### src/rtl/fetch_sequencer.sv
// Fetch-stage sequencer: owns the fetch PC, issues one outstanding imem request
// at a time, applies trap/branch redirects and buffers one instruction for Decode.
module fetch_sequencer #(
  parameter int              XLEN         = 32,
  parameter logic [XLEN-1:0] RESET_VECTOR = '0,
  parameter int              INSTR_BYTES  = 4
) (
  input  logic            clock,
  input  logic            reset,
  input  logic            trap_valid,
  input  logic [XLEN-1:0] trap_target,
  input  logic            redirect_valid,
  input  logic [XLEN-1:0] redirect_target,
  output logic            imem_req,
  output logic [XLEN-1:0] imem_addr,
  input  logic            imem_ack,
  input  logic            imem_rsp_valid,
  input  logic [31:0]     imem_rsp_data,
  output logic            fetch_valid,
  output logic [XLEN-1:0] fetch_pc,
  output logic [31:0]     fetch_instr,
  input  logic            fetch_ready,
  output logic [XLEN-1:0] pc
);

  typedef enum logic [1:0] {S_BOOT, S_REQ, S_WAIT, S_SQUASH} state_t;

  state_t          state_q, state_d;
  logic [XLEN-1:0] pc_q, pc_d;
  logic [XLEN-1:0] req_addr_q, req_addr_d;
  logic            issued_q, issued_d;
  logic            squash_pend_q, squash_pend_d;
  logic            fv_q, fv_d;
  logic [XLEN-1:0] fpc_q, fpc_d;
  logic [31:0]     finstr_q, finstr_d;

  logic            redir;
  logic [XLEN-1:0] tgt_sel;
  logic [XLEN-1:0] redir_target;
  logic            issue_ok;

  assign redir        = trap_valid | redirect_valid;
  assign tgt_sel      = trap_valid ? trap_target : redirect_target;
  assign redir_target = tgt_sel & ~(XLEN'(3));
  assign issue_ok     = !fv_q || fetch_ready;

  always_ff @(posedge clock or posedge reset) begin
    if (reset) begin
      state_q       <= S_BOOT;
      pc_q          <= RESET_VECTOR;
      req_addr_q    <= '0;
      issued_q      <= 1'b0;
      squash_pend_q <= 1'b0;
      fv_q          <= 1'b0;
      fpc_q         <= '0;
      finstr_q      <= '0;
    end else begin
      state_q       <= state_d;
      pc_q          <= pc_d;
      req_addr_q    <= req_addr_d;
      issued_q      <= issued_d;
      squash_pend_q <= squash_pend_d;
      fv_q          <= fv_d;
      fpc_q         <= fpc_d;
      finstr_q      <= finstr_d;
    end
  end

  always_comb begin
    state_d       = state_q;
    pc_d          = pc_q;
    req_addr_d    = req_addr_q;
    issued_d      = issued_q;
    squash_pend_d = squash_pend_q;
    fv_d          = fv_q;
    fpc_d         = fpc_q;
    finstr_d      = finstr_q;

    if (fv_q && fetch_ready) fv_d = 1'b0;

    unique case (state_q)
      S_BOOT: state_d = S_REQ;
      S_REQ: begin
        if (imem_req) begin
          req_addr_d = imem_addr;
          if (imem_ack) begin
            // A redirect seen at any point during this request turns its response stale.
            state_d       = (redir || squash_pend_q) ? S_SQUASH : S_WAIT;
            issued_d      = 1'b0;
            squash_pend_d = 1'b0;
          end else begin
            issued_d = 1'b1;
            if (redir) squash_pend_d = 1'b1;
          end
        end
      end
      S_WAIT: begin
        if (imem_rsp_valid) begin
          state_d = S_REQ;
          if (!redir) begin
            fv_d     = 1'b1;
            fpc_d    = req_addr_q;
            finstr_d = imem_rsp_data;
            pc_d     = pc_q + XLEN'(INSTR_BYTES);
          end
        end else if (redir) begin
          state_d = S_SQUASH;
        end
      end
      S_SQUASH: if (imem_rsp_valid) state_d = S_REQ;
      default:  state_d = S_BOOT;
    endcase

    if (redir) begin
      pc_d = redir_target;
      fv_d = 1'b0;
    end
  end

  // Once issued, the request is held from req_addr_q until acknowledged.
  always_comb begin
    imem_req  = (state_q == S_REQ) && (issued_q || issue_ok);
    imem_addr = (state_q == S_REQ && !issued_q) ? pc_q : req_addr_q;
  end

  assign fetch_valid = fv_q;
  assign fetch_pc    = fpc_q;
  assign fetch_instr = finstr_q;
  assign pc          = pc_q;

`ifndef SYNTHESIS
  rsp_in_window: assert property (@(posedge clock) disable iff (reset)
    imem_rsp_valid |-> (state_q == S_WAIT || state_q == S_SQUASH));
`endif

endmodule

### config.mk
export PLATFORM = sky130hd
export DESIGN_NAME = fetch_sequencer
export DESIGN_NICKNAME = d
export VERILOG_FILES = /design/src/rtl/fetch_sequencer.sv
export SDC_FILE = /design/constraint.sdc
export NUM_CORES = 1
export LEC_CHECK = 0
export BUFFER_PORTS_ARGS = -buffer_cell sky130_fd_sc_hd__buf_2
export CORE_ASPECT_RATIO = 1.75
export CORE_MARGIN = 2
export CORE_UTILIZATION = 40
export DETAILED_ROUTE_END_ITERATION = 12
export PLACE_DENSITY = 0.77
export RECOVER_POWER = 50
export SLEW_MARGIN = 10
export SYNTH_ARGS = -nofsm -noshare
export SYNTH_HDL_FRONTEND = slang
export SYNTH_SLANG_ARGS = --single-unit
### constraint.sdc
create_clock -name clock -period 4 [get_ports clock]
set_input_delay 0.8 -clock clock [delete_from_list [all_inputs] [get_ports clock]]
set_output_delay 0.8 -clock clock [all_outputs]
set_load 0.02 [all_outputs]
==> key figures <==
Outcome
  • Outcome: finished with violations
  • Failing checks: capacitance limit, slew limit

Pwr
  • Power density cells: between 700 and 800 mW/mm²
  • Max IR drop VDD: 253 µV
  • Leak: about 0.0043 µW

Final layout
  • Layout Nets: 1067
  • Layout cell share with drive strength beyond 1: about a quarter
  • Diode count: 0
  • Area delta synth->final: 28.6%
  • Fin util: a little over half
  • FILL cells: ~1600

Global route
  • First-pass GRT wire length: between 20 and 30 mm
  • Largest net degree at the start of global routing: 91
  • GRT overflow: 0
  • Vias in the first global route: ~5800
  • Gr usage total: between 20 and 25%
  • Antenna violations before repair: 0

STA
  • Setup-failing EPs final: 0
  • Final Hold Fails: 0
  • Setup_tns: 0 ns
  • Tightest Pin Transition: between 2 and 2.5 ns
  • Fmax: ~310 MHz
  • Skew final: 0.00878 ns
  • Minimum clock period: roughly 3.2 ns
  • Relative slew slack: -47.3%
  • RSZ-0062 raised after global routing: false
  • Period utilization: between 70% and 80%
  • Max Slew Vio Count: 132

Clock network
  • Clock Latency Late Sink: roughly 0.4 ns
  • TritonCTS Buffers: 17
  • Clock Tree Root: clkbuf_16
  • Hold_buf cts: 0
  • CTS-repair resized insts: 0
  • Clock slew at reported path FFs: approximately 0.060 ns
  • H-tree depth: 4
  • Postcts setup bufs: 0
  • CTS sink cnt: around 130
  • CTS tree: built
  • Clk buf depth: 2

Synthesis
  • Yosys cell types: 52
  • Leading area contributor after synthesis: dfrtp_1
  • Most instantiated library cell after synthesis: nand2_1
  • Number of flops mapped to enable cells by yosys: 0
  • Commonest cells post-synth: 319 x nand2_1, 131 x dfrtp_1, 38 x a21oi_1
  • Main flop type after synthesis: dfrtp_1
  • Synth top area share: approximately 51%
  • Yosys reg bits: ~130
  • Post-Synthesis Cell Area: roughly 0.0065 mm²
  • Synth async-reset ratio: between 90% and 100%
  • Ys Warns: 0
  • Post-Synthesis Cells: 748
  • Sequential-to-total area share from yosys stat: between 50 and 60%
  • Mapped Avg Cell Area: 8.63 µm²
  • Top cells by area, synth: dfrtp_1 51%, nand2_1 19%, mux2_2 5.4%, a21oi_1 2.9%, xnor2_1 1.6%

Die
  • Starting Density: about two fifths
  • FP Rows: approximately 60
  • Die area: between 0.015 and 0.02 mm²
  • Core area: between 0.015 and 0.02 mm²
  • Die H: 172 µm
  • I/O Pins: 233
  • Die width: 100 µm

Drt
  • Final ANT Viol Nets: 0
  • DRT iter0 DRCs: 316
  • First-pass iteration count of the detailed router: 5
  • Routed WL: roughly 19 mm
  • # DRC: 0
  • Wire length per cell: 16.2 µm
  • Vias/cell: 5.10
  • Via count: between 5000 and 6000

Placement
  • Number of port buffers: 226
  • HPWL after DPL: between 10 and 15 mm
  • GPL Wtd Cong: slightly below 0.9

Critical path
  • Crit path kind: flop to output pin
  • Crit start category: flop
  • CP Data Required Time: roughly 3.2 ns
  • R2R depth: 7
  • Worst Path Arrival: ~2.4 ns
  • CP max FO: 34
  • Crit. End Element: output pin

Run
  • Max_cap viols: 2

Worst hold path
  • HP Class: input pin to asynchronous set/reset pin
placed cells by master (no fill, tap or decap), types with 3 or more instances in the layout:
| cell | netlist | layout |
|---|---|---|
| a21oi_1 | 38 | 38 |
| nor4_1 | 4 | 4 |
| xnor2_1 | 12 | 12 |
| clkbuf_16 | 0 | 17 |
| nor2b_1 | 12 | 11 |
| nor2_1 | 23 | 21 |
| nand2_1 | 319 | 318 |
| a211oi_1 | 10 | 10 |
| nand3_1 | 13 | 13 |
| a31oi_1 | 4 | 4 |
| dfrtp_1 | 131 | 131 |
| nor4_2 | 4 | 4 |
| inv_1 | 10 | 9 |
| clkinv_2 | 0 | 3 |
| bufinv_16 | 0 | 4 |
| ha_1 | 4 | 4 |
| clkinv_4 | 0 | 6 |
| clkbuf_1 | 24 | 63 |
| and2_1 | 9 | 9 |
| xor2_1 | 3 | 3 |
| and3_1 | 6 | 6 |
| mux2i_1 | 3 | 3 |
| buf_4 | 2 | 6 |
| nor3_1 | 7 | 7 |
| mux2_2 | 31 | 31 |
| and4_1 | 4 | 4 |
| o21ai_0 | 20 | 20 |
| buf_2 | 14 | 164 |
| nand4_1 | 4 | 4 |
| a2bb2oi_1 | 3 | 3 |
registers in the layout, summed over array words and instances, names as in the netlist:
register	flops
fetch_pc	32
fetch_instr	32
state_q	2
req_addr_q	32
squash_pend_q	1
issued_q	1
pc	30
fetch_valid	1
critical path: stages, from the launching register on:
cell	delay, ns
dfrtp_1	0.41
inv_1	0.07
ha_1	0.28
nor2b_4	0.18
buf_4	0.41
mux2_2	0.42
buf_2	0.17
power by group:
group,internal [µW],switching [µW],leakage (µW)
Sequential,1770,321,0.00169
Clock,1050,600,0.000312
Combinational,777,1540,0.00226
area by class of cell:
| cell class | instances | area, µm² | area share, % |
|---|---|---|---|
| Clock buffer | 17 | 425 | 5.12 |
| Clock inverter | 15 | 205 | 2.47 |
| Inverter | 10 | 38.8 | 0.467 |
| Multi-Input combinational cell | 564 | 2970 | 35.8 |
| Sequential cell | 131 | 3280 | 39.5 |
| Tap cell | 189 | 236 | 2.85 |
| Timing Repair Buffer | 236 | 1150 | 13.8 |
worst paths after layout:
path                         startpoint         endpoint  slack [ns]
max in group asynchronous         reset   req_addr_q[18]        1.42
hold / removal                    reset  fetch_instr[16]        0.25
hold reg to reg            fetch_pc[30]     fetch_pc[30]        0.47
min in group clock         fetch_pc[30]     fetch_pc[30]        0.47
setup / recovery             state_q[1]     imem_addr[9]        0.82
setup reg to reg             state_q[0]           pc[20]        1.61
logic make-up after synthesis:
| group | count (synthesis) | synth area share (%) |
|---|---|---|
| muxes | 34 | 5.87 |
| and+or+nand+nor | 416 | 28.1 |
| adders and majority gates | 4 | 0.775 |
| buffers and inverters | 54 | 3.64 |
| DFF | 131 | 50.8 |
| AOI/OAI and AO/OA | 93 | 8.76 |
| other | 1 | 0.0581 |
| xor gates and xnor gates | 15 | 2.03 |
layer usage:
metal	vias to the layer above	GRT usage [%]	part of all wire (%)
li1	2892	-	-
met1	2771	25.7	39
met2	217	38.3	52
met3	49	4.08	5.1
met4	0	11.8	3.8
met5	-	0	0
through the flow:
stage          instances  worst slack [ns]  area (µm²)  total power, µW  hold WS [ns]
2_1_floorplan        749              1.58        6460             3630         0.447
3_3_place_gp        1130              1.28        7770             4410         0.453
3_5_place_dp        1130              1.26        7770             4500         0.457
4_1_cts             1162             0.807        8400             6160         0.253
5_1_grt             1162             0.703        8300             6420         0.250
6_report            1162             0.817        8300             6050         0.254
No activity file was read; power rests on OpenSTA's default activity.
